### config.mk
export PLATFORM = sky130hd
export DESIGN_NAME = uart_tx_scheduler
export DESIGN_NICKNAME = d
export VERILOG_FILES = /design/src/rtl/uart_pkg.sv /design/src/rtl/uart_rr_arbiter.sv /design/src/rtl/uart_tx_scheduler.sv
export SDC_FILE = /design/constraint.sdc
export NUM_CORES = 1
export LEC_CHECK = 0
export ABC_AREA = 1
export CAP_MARGIN = 25
export CORE_ASPECT_RATIO = 0.8
export CORE_MARGIN = 2
export CORE_UTILIZATION = 41
export CTS_BUF_LIST = sky130_fd_sc_hd__clkbuf_4
export DETAILED_ROUTE_END_ITERATION = 8
export MAX_ROUTING_LAYER = met4
export PLACE_DENSITY = 0.78
export SLEW_MARGIN = 40
export SYNTH_ARGS = -nofsm -noshare
export SYNTH_HDL_FRONTEND = slang
export SYNTH_HIERARCHICAL = 1
export SYNTH_SLANG_ARGS = --single-unit
export TNS_END_PERCENT = 1
### constraint.sdc
create_clock -name clk_tx -period 1.97 [get_ports clk_tx]
set_input_delay 0.197 -clock clk_tx [delete_from_list [all_inputs] [get_ports clk_tx]]
set_output_delay 0.197 -clock clk_tx [all_outputs]
set_load 0.01 [all_outputs]
### src/rtl/uart_pkg.sv
// -----------------------------------------------------------------------------
// uart_pkg
// Shared definitions for the UART transmit scheduler:
//   - parity codes as seen on the transmitter's par input
//   - scheduler FSM state encoding
//   - frame_len(): number of bit periods one frame occupies on the line
// No ports (package).
// -----------------------------------------------------------------------------
package uart_pkg;

    localparam logic [1:0] PAR_NONE     = 2'd0;
    localparam logic [1:0] PAR_ODD      = 2'd1;
    localparam logic [1:0] PAR_EVEN     = 2'd2;
    localparam logic [1:0] PAR_NONE_ALT = 2'd3;

    typedef enum logic [1:0] {
        IDLE = 2'd0,
        LOAD = 2'd1,
        SEND = 2'd2,
        GAP  = 2'd3
    } sched_state_e;

    // start + data bits + optional parity bit + stop bits; spans 9..12
    function automatic logic [3:0] frame_len(input logic [1:0] par,
                                             input logic       d_num,
                                             input logic       s_num);
        logic [3:0] par_bits;
        case (par)
            PAR_ODD, PAR_EVEN:      par_bits = 4'd1;
            PAR_NONE, PAR_NONE_ALT: par_bits = 4'd0;
            default:                par_bits = 4'd0;
        endcase
        return 4'd1 + (d_num ? 4'd8 : 4'd7) + par_bits + (s_num ? 4'd2 : 4'd1);
    endfunction

endpackage

### src/rtl/uart_rr_arbiter.sv
// -----------------------------------------------------------------------------
// uart_rr_arbiter
// Picks one requester out of valid_i. Default: round-robin, the search
// starts at the internal pointer, which moves to winner+1 on every grant.
// Build option UART_SCHED_FIXED_PRIO_EN: lowest valid index always wins and
// the pointer stays at 0.
// Ports:
//   clk_tx    in   clock (rising edge)
//   reset_n   in   asynchronous active-low reset (pointer -> 0)
//   valid_i   in   [NUM_REQ] request vector
//   grant_i   in   winner was accepted this cycle, advance pointer
//   win_oh_o  out  [NUM_REQ] one-hot winner (all zero if no request)
//   win_idx_o out  [ID_W] winner index
//   any_o     out  at least one request present
// -----------------------------------------------------------------------------
module uart_rr_arbiter
    import uart_pkg::*;
#(
    parameter int NUM_REQ = 4
) (
    input  logic                       clk_tx,
    input  logic                       reset_n,
    input  logic [NUM_REQ-1:0]         valid_i,
    input  logic                       grant_i,
    output logic [NUM_REQ-1:0]         win_oh_o,
    output logic [$clog2(NUM_REQ)-1:0] win_idx_o,
    output logic                       any_o
);

    localparam int ID_W = $clog2(NUM_REQ);

    logic [ID_W-1:0]    ptr_q;
    logic [ID_W-1:0]    ptr_d;
    logic [ID_W:0]      cand_s;
    logic [ID_W-1:0]    win_idx_s;
    logic               found_s;
    logic [NUM_REQ-1:0] win_oh_s;

    // Search from the pointer upward with wrap; first valid channel wins.
    always_comb begin
        cand_s    = '0;
        win_idx_s = '0;
        found_s   = 1'b0;
        for (int k = 0; k < NUM_REQ; k++) begin
            cand_s = {1'b0, ptr_q} + (ID_W+1)'(k);
            if (cand_s >= (ID_W+1)'(NUM_REQ)) begin
                cand_s = cand_s - (ID_W+1)'(NUM_REQ);
            end else begin
                cand_s = cand_s;
            end
            if (!found_s && valid_i[cand_s[ID_W-1:0]]) begin
                found_s   = 1'b1;
                win_idx_s = cand_s[ID_W-1:0];
            end else begin
                found_s   = found_s;
            end
        end
        if (found_s) begin
            win_oh_s = NUM_REQ'(1) << win_idx_s;
        end else begin
            win_oh_s = '0;
        end
    end

    // Next pointer: one past the winner, wrapping to 0 (fixed build keeps 0).
    always_comb begin
        ptr_d = ptr_q;
        if (grant_i) begin
`ifdef UART_SCHED_FIXED_PRIO_EN
            ptr_d = '0;
`else
            if (win_idx_s == ID_W'(NUM_REQ - 1)) begin
                ptr_d = '0;
            end else begin
                ptr_d = win_idx_s + ID_W'(1);
            end
`endif
        end else begin
            ptr_d = ptr_q;
        end
    end

    // Pointer register.
    always_ff @(posedge clk_tx or negedge reset_n) begin
        if (!reset_n) begin
            ptr_q <= '0;
        end else begin
            ptr_q <= ptr_d;
        end
    end

    assign win_oh_o  = win_oh_s;
    assign win_idx_o = win_idx_s;
    assign any_o     = found_s;

endmodule

### src/rtl/uart_tx_scheduler.sv
// -----------------------------------------------------------------------------
// uart_tx_scheduler
// Shares one UART transmitter among NUM_REQ requesters, one frame per grant.
// The transmitter has no busy flag, so the frame length is counted here:
// IDLE (accept) -> LOAD (tx_en pulse) -> SEND (FRAME_LEN cycles) -> GAP
// (GAP_CYCLES cycles, skipped when 0) -> IDLE.
// Build option UART_SCHED_FIXED_PRIO_EN selects fixed priority (lowest index)
// instead of round-robin (see uart_rr_arbiter).
// Ports:
//   clk_tx      in   transmit bit clock, rising edge
//   reset_n     in   asynchronous active-low reset, aborts any frame
//   req_valid   in   [NUM_REQ] per-channel request
//   req_data    in   [8*NUM_REQ] channel i byte at [8i+7:8i]
//   req_par     in   [2*NUM_REQ] channel i parity code at [2i+1:2i]
//   req_d_num   in   [NUM_REQ] 1 = 8 data bits, 0 = 7
//   req_s_num   in   [NUM_REQ] 1 = 2 stop bits, 0 = 1
//   req_ready   out  [NUM_REQ] one-hot accept pulse
//   tx_en       out  one-cycle transmitter start pulse
//   tx_data/tx_par/tx_d_num/tx_s_num out  frame config, stable until next accept
//   busy        out  state != IDLE
//   grant_id    out  [ID_W] channel owning the current frame
//   frame_done  out  pulse on the last SEND cycle
// -----------------------------------------------------------------------------
module uart_tx_scheduler
    import uart_pkg::*;
#(
    parameter int NUM_REQ    = 4,
    parameter int GAP_CYCLES = 1
) (
    input  logic                       clk_tx,
    input  logic                       reset_n,
    input  logic [NUM_REQ-1:0]         req_valid,
    input  logic [8*NUM_REQ-1:0]       req_data,
    input  logic [2*NUM_REQ-1:0]       req_par,
    input  logic [NUM_REQ-1:0]         req_d_num,
    input  logic [NUM_REQ-1:0]         req_s_num,
    output logic [NUM_REQ-1:0]         req_ready,
    output logic                       tx_en,
    output logic [7:0]                 tx_data,
    output logic [1:0]                 tx_par,
    output logic                       tx_d_num,
    output logic                       tx_s_num,
    output logic                       busy,
    output logic [$clog2(NUM_REQ)-1:0] grant_id,
    output logic                       frame_done
);

    localparam int ID_W = $clog2(NUM_REQ);

    sched_state_e       state_q;
    sched_state_e       state_d;
    logic [3:0]         cnt_q;
    logic [3:0]         cnt_d;
    logic               tx_en_q;
    logic [7:0]         tx_data_q;
    logic [1:0]         tx_par_q;
    logic               tx_d_num_q;
    logic               tx_s_num_q;
    logic [ID_W-1:0]    grant_id_q;

    logic [NUM_REQ-1:0] win_oh_s;
    logic [ID_W-1:0]    win_idx_s;
    logic               any_s;
    logic               accept_s;

    uart_rr_arbiter #(
        .NUM_REQ (NUM_REQ)
    ) u_arb (
        .clk_tx    (clk_tx),
        .reset_n   (reset_n),
        .valid_i   (req_valid),
        .grant_i   (accept_s),
        .win_oh_o  (win_oh_s),
        .win_idx_o (win_idx_s),
        .any_o     (any_s)
    );

    // Accept only in IDLE; gating with reset_n keeps req_ready low during reset.
    assign accept_s  = (state_q == IDLE) && any_s && reset_n;
    assign req_ready = win_oh_s & {NUM_REQ{accept_s}};

    // Next-state and counter logic. One counter serves both SEND and GAP.
    always_comb begin
        state_d = state_q;
        cnt_d   = cnt_q;
        case (state_q)
            IDLE: begin
                if (accept_s) begin
                    state_d = LOAD;
                end else begin
                    state_d = IDLE;
                end
            end
            LOAD: begin
                state_d = SEND;
                cnt_d   = frame_len(tx_par_q, tx_d_num_q, tx_s_num_q);
            end
            SEND: begin
                if (cnt_q == 4'd1) begin
                    if (GAP_CYCLES == 0) begin
                        state_d = IDLE;
                        cnt_d   = 4'd0;
                    end else begin
                        state_d = GAP;
                        cnt_d   = 4'(GAP_CYCLES);
                    end
                end else begin
                    cnt_d = cnt_q - 4'd1;
                end
            end
            GAP: begin
                if (cnt_q == 4'd1) begin
                    state_d = IDLE;
                    cnt_d   = 4'd0;
                end else begin
                    cnt_d = cnt_q - 4'd1;
                end
            end
            default: begin
                state_d = IDLE;
                cnt_d   = 4'd0;
            end
        endcase
    end

    // State and counter registers.
    always_ff @(posedge clk_tx or negedge reset_n) begin
        if (!reset_n) begin
            state_q <= IDLE;
            cnt_q   <= 4'd0;
        end else begin
            state_q <= state_d;
            cnt_q   <= cnt_d;
        end
    end

    // Capture the winner's frame config on accept; held until the next accept.
    always_ff @(posedge clk_tx or negedge reset_n) begin
        if (!reset_n) begin
            tx_en_q    <= 1'b0;
            tx_data_q  <= 8'd0;
            tx_par_q   <= 2'd0;
            tx_d_num_q <= 1'b0;
            tx_s_num_q <= 1'b0;
            grant_id_q <= '0;
        end else begin
            tx_en_q <= accept_s;
            if (accept_s) begin
                tx_data_q  <= req_data[{win_idx_s, 3'b000} +: 8];
                tx_par_q   <= req_par[{win_idx_s, 1'b0} +: 2];
                tx_d_num_q <= req_d_num[win_idx_s];
                tx_s_num_q <= req_s_num[win_idx_s];
                grant_id_q <= win_idx_s;
            end else begin
                tx_data_q  <= tx_data_q;
                tx_par_q   <= tx_par_q;
                tx_d_num_q <= tx_d_num_q;
                tx_s_num_q <= tx_s_num_q;
                grant_id_q <= grant_id_q;
            end
        end
    end

    assign tx_en      = tx_en_q;
    assign tx_data    = tx_data_q;
    assign tx_par     = tx_par_q;
    assign tx_d_num   = tx_d_num_q;
    assign tx_s_num   = tx_s_num_q;
    assign grant_id   = grant_id_q;
    assign busy       = (state_q != IDLE);
    assign frame_done = (state_q == SEND) && (cnt_q == 4'd1);

endmodule

# Word level (Yosys, flattened, before mapping)
# Cells that the tools add are included.
[totals]
register_bits = 23
input_bits = 54
word_cells = 97
[classes]
n_addsub = 12
order_cmp = 9
n_eq_ne = 10
n_shift = 3
muxes = 37
bitwise = 1
reduce_logical = 16
[op_table]
columns = ["op", "count"]
rows = [
  ["32-bit by 6-bit indexed part select with 8-bit output", 1],
  ["2-bit 2-to-1 mux", 12],
  ["4-bit 2-to-1 mux", 5],
  ["2-bit by 3-bit < comparator with 1-bit output, second input constant", 5],
  ["1-bit binary-select mux with 2-bit select", 6],
  ["4-bit one-hot mux with 3 select lines", 1],
  ["1-bit 2-to-1 mux", 11],
  ["2-bit equality test, second input constant", 5],
  ["3-bit greater-or-equal comparator, second input constant", 3],
  ["2-bit one-hot mux with 4 select lines", 1],
  ["4-bit one-hot mux with 2 select lines", 1],
  ["8-bit by 4-bit indexed part select with 2-bit output", 1],
  ["2-bit by 1-bit subtractor with 2-bit output, second input constant", 4],
  ["2-bit by 2-bit adder with 3-bit output, second input constant", 2],
  ["1-bit logical AND", 6],
  ["1-bit by 4-bit adder with 4-bit output, first input constant", 1],
  ["4-bit by 2-bit adder with 4-bit output", 1],
  ["4-bit adder", 1],
  ["4-bit AND", 1],
  ["2-bit by 1-bit equality test with 1-bit output, second input constant", 2],
  ["4-bit by 1-bit equality test with 1-bit output, second input constant", 1],
  ["2-bit logical NOT", 2],
  ["2-bit != test, second input constant", 2],
  ["2-bit OR reduction", 2],
  ["other kinds (9)", 11],
]

# Logic depth before layout (Yosys ltp)
[depth]
depth_word = 18
mapped_depth = 16
depth_no_buf = 16

# By module
# Netlist, hierarchy kept.
[modules_own_cells]
columns = ["mod", "instances", "cells_per_inst", "area_each_um2", "seq_area_each_um2"]
rows = [
  ["uart_tx_scheduler", 1, 213, 1475.2, 525.5],
  ["uart_rr_arbiter", 1, 80, 493.0, 50.0],
]

# Worst setup path after synthesis
# No wires, ideal clock.
[synth_path]
path_kind = "register to output"
start = "register u_arb.ptr_q[0]"
end = "output port req_ready[0]"
arrival_time_ns = 1.721
required_ns = 1.773
setup_slack_ns = 0.052
stages_incl_launch_ff = 16
path_buffers = 1
cell_sequence = "dfrtp_1 buf_6 nand2_1 nand2_1 nand2_2 nand2_4 nor2_8 nand3_4 nand2_2 nand2_2 inv_2 ha_1 nand2_1 inv_1 inv_1 nor2_1"
[synth_between]
elab_cells_between_ends = 42
cone_classes = "add/sub (7); order compare (4); shift (1); mux (21); bitwise (1); reduce/logical (8)"
[synth_rtl]
columns = ["item", "line", "text"]
rows = [
  ["from (decl)", "uart_rr_arbiter.sv:32", "logic [ID_W-1:0] ptr_q;"],
  ["from (signal assigned)", "uart_rr_arbiter.sv:88", "ptr_q <= ptr_d;"],
  ["branches (longest 13 deep; another with 2-bit by 1-bit adder with 3-bit output)", "n/a", ""],
  ["1-bit 2-to-1 mux *", "uart_rr_arbiter.sv:51", "if (!found_s && valid_i[cand_s[ID_W-1:0]]) begin"],
  ["via any_s", "uart_tx_scheduler.sv:63", "logic any_s;"],
  ["4-bit 2-to-1 mux *", "uart_rr_arbiter.sv:58", "if (found_s) begin"],
  ["via win_oh_s[0]", "uart_tx_scheduler.sv:61", "logic [NUM_REQ-1:0] win_oh_s;"],
  ["4-bit AND *", "uart_tx_scheduler.sv:80", "assign req_ready = win_oh_s & {NUM_REQ{accept_s}};"],
  ["to (decl)", "uart_tx_scheduler.sv:37", "output logic [NUM_REQ-1:0] req_ready,"],
]
# Mark *: on every way through the listed nets, which the timed path passes. The select of a mux whose other input is x is not followed.

# Worst setup path in the final report
[layout_path]
start = "register u_arb.ptr_q[0]"
end = "output port req_ready[3]"
[layout_between]
elab_chain_cells = 17
elab_cells_between_ends = 42
cone_classes = "add/sub (7); order compare (4); shift (1); mux (21); bitwise (1); reduce/logical (8)"
[layout_rtl]
columns = ["item", "line", "text"]
rows = [
  ["branches (longest 13 deep; another with 2-bit by 1-bit adder with 3-bit output)", "n/a", ""],
  ["2-bit 2-to-1 mux *", "uart_rr_arbiter.sv:51", ""],
  ["via win_idx_s[1]", "uart_tx_scheduler.sv:62", "logic [ID_W-1:0] win_idx_s;"],
  ["1-bit by 2-bit << shifter with 4-bit output *", "uart_rr_arbiter.sv:59", "win_oh_s = NUM_REQ'(1) << win_idx_s;"],
  ["4-bit 2-to-1 mux *", "uart_rr_arbiter.sv:58", ""],
  ["via win_oh_s[3]", "uart_tx_scheduler.sv:61", ""],
  ["4-bit AND *", "uart_tx_scheduler.sv:80", ""],
]
# Marked as above.

==> reports/results.ini <==
[outcome]
status = finished with violations
violations = negative setup slack

[setup_path]
crit_family = simple AND/OR/NAND/NOR gates
r2r-end = u_arb/ptr_q[0]$_DFFE_PN0P_
critPathSlowestCell = dfrtp_1
crit_path_end = req_ready[3]
start_kind = register
r2r_cells = 13
cp.required_ns = 1.77
r2r-start = u_arb/ptr_q[0]$_DFFE_PN0P_
arrival_ns = 2.23
endpoint_kind = primary output
worstSetupPathType = reg2out
r2r_slack_ns = -0.30
cp_max_fo = 6
slowest_delay_ns = 0.43
path_depth = 16
crit_buf_inv = 5
startpoint = u_arb/ptr_q[0]$_DFFE_PN0P_
crit_chain = buf_12 > nand2_1 > nand2_2 > nand2_4 > nand2_4 > nor2_8 > nand3b_1 > nand3_1 > nand2_2 > inv_4 > ha_2 > nand2_1 > inv_1 > inv_1 > nor2_1 > buf_2

[drt]
first_pass_iters = 4
finalWirelength_microns = 5502
dr_total_vias = 2199
drc = 0
ant_nets = 0
wl_per_cell_microns = 12.31
drt_iter0_drc = 117
viasPerCell = 4.919

[sta]
post-route-period-util_pct = 123.4
finalHoldViolations = 0
setup_viol = 23
skew_ns = 0.006030
worst_slack_ns = -0.4608
slew_violations = 0
grt_setup_unrepaired = yes
min_period_ns = 2.431
max_slew_margin_pct = 80.94
fmax_ghz = 0.4114
tightest_slew_ns = 0.2859

[clocking]
cts.path.max_buffers = 2
tritoncts = done
clk_pin_slew_worst_paths_ns = 0.12
cts.sinks = 23
clk_latency_ns = 0.31
clock_tree.root_cell = clkbuf_4
htreeDepth = 1
numCtsBuffers = 3

[yosys]
yosys.area.top_type = dfrtp_1
yosys_register_bits = 23
synth_area_leaders = dfrtp_1, nand2_1, ha_1, nor2_1, o21ai_0
ys_types = 31
avgSynthCellArea_sq_um = 6.717
synth_fp_nets = 363
synth_warnings = 6
synth_seq_area_share_pct = 29.24
synth_area_sq_um = 1968
syn_inst = 293
synth_top_area_share_pct = 29.24

[grt]
antenna_found_initial = 0
grt_pass1_vias = 2055
grt_max_degree = 26
gr-usage-all-layers_pct = 21.26
grt_pass1_wl_microns = 8638
grt-ovfl-total = 0

[floorplanning]
rows = 22
die_area_sq_um = 5374
die_h_microns = 65.97
core_sq_um = 4597
start_util_pct = 42.81
ios = 75
die_w_microns = 81.46

[placed_design]
gp_congestion = 0.8442
dp.cells = 436
placed_area_sq_um = 2877
portBuffers = 74
place_hpwl_microns = 4218

[final_layout]
final_util_pct = 67.28
fillCellCount = 422
drive_gt1_share_pct = 20.41
post-route-cell-area_sq_um = 3093
stdcell_count = 447
area_growth_pct = 57.15
diodes = 0
fin_nets = 458
most-common-layout-cells = nand2_1, clkdlybuf4s50_1, nor2_1
final_common_cell = nand2_1

[power_and_ir_drop]
power_mw = 6.145
p_leak_nw = 1.550
vdd_drop_max_v = 0.001049
power_density_nw_per_um2 = 1987

[job]
drv_cap = 0

[min_path]
hp-class = in2async

## cell usage after synthesis, drive strengths merged
cell / number
xnor2: 1
nand4: 1
fa: 1
nand2: 102
buf: 9
o211ai: 1
nor2: 37
ha: 15
o21ai: 32
o22ai: 12
a31oi: 2
a21oi: 1
dfrtp: 23
clkbuf: 1
nand3: 16
or2: 1
inv: 35
xor2: 1
clkinv: 1
nand3b: 1
## registers in the layout (all words and copies together) (netlist names), 2 cells and up
| name | flops |
|---|---|
| tx_data | 8 |
| state_q | 2 |
| u_arb/ptr_q | 2 |
| grant_id | 2 |
| cnt_q | 4 |
| tx_par | 2 |
## worst reg2reg max path: stages, from the launching register on
cell and delay (ns):
dfrtp_1 0.43, buf_12 0.15, nand2_1 0.08, nand2_2 0.09, nand2_4 0.08, nand2_4 0.07, nor2_8 0.14, nand3_4 0.08
buf_4 0.16, nand3_1 0.21, buf_4 0.27, inv_1 0.09, or2_2 0.29, nand2_1 0.07
## logic make-up after synthesis
kind of cell	synth area share, %
AO/OA/AOI/OAI	13.41
XOR/XNOR	0.8902
adder cells (fa/ha/maj)	10.55
buffers and inverters	10.04
flip-flops	29.24
AND/OR/NAND/NOR	35.86
## power breakdown
group          leakage [nW]  switching [mW]  internal [mW]
clock                0.0177           0.134         0.0759
combinational          1.25            2.80           2.23
sequential            0.285           0.191          0.714
total                  1.55            3.13           3.02
## layer usage
metal	wire length, microns	track usage, %
met5	0	-
met2	2667	35.25
met1	2402	25.66
met3	364	5.738
met4	67	5.508
## worst min path at each step
stage	startpoint	endpoint	slack (ns)	depth (start not counted)
after global placement	tx_data[6]$_DFFE_PN0P_	tx_data[6]$_DFFE_PN0P_	0.47	2
after global routing	reset_n	state_q[1]$_DFFE_PN0P_	0.33	2
after floorplan	reset_n	cnt_q[0]$_DFFE_PN0P_	-0.1	0
final	reset_n	state_q[0]$_DFFE_PN0P_	0.31	2
after detailed placement	tx_data[2]$_DFFE_PN0P_	tx_data[2]$_DFFE_PN0P_	0.47	2
after CTS	reset_n	state_q[1]$_DFFE_PN0P_	0.31	2
## stage by stage
stage / TNS [ns] / hold slack, ns / setup WS [ns]
global placement: -7.359 / 0.4657 / -0.5755
global route: -9.487 / 0.3284 / -0.5979
finish: -5.842 / 0.3086 / -0.4608
floorplan: 0 / -0.09859 / 0.05187
CTS: -5.009 / 0.3146 / -0.4043
detailed placement: -8.110 / 0.4687 / -0.6106
## cell type report
type | instances | area, sq um | share of cell area (%)
clock buffer | 3 | 22.52 | 0.7282
inverter | 36 | 150.1 | 4.854
tap | 60 | 75.07 | 2.427
timing repair buffer | 100 | 950.9 | 30.74
clock inverter | 1 | 5.005 | 0.1618
sequential | 23 | 575.6 | 18.61
multi-input combinational | 224 | 1314 | 42.48
## what timing repair did
item	in CTS	in global routing
endpoints found under the setup margin	22	25
buffers inserted	3	4
resized for setup	24	35
hold buffers	0	0
cloned	0	0
pin swaps	2	17
endpoints found under the hold margin	0	0
No activity file was read; power rests on OpenSTA's default activity.
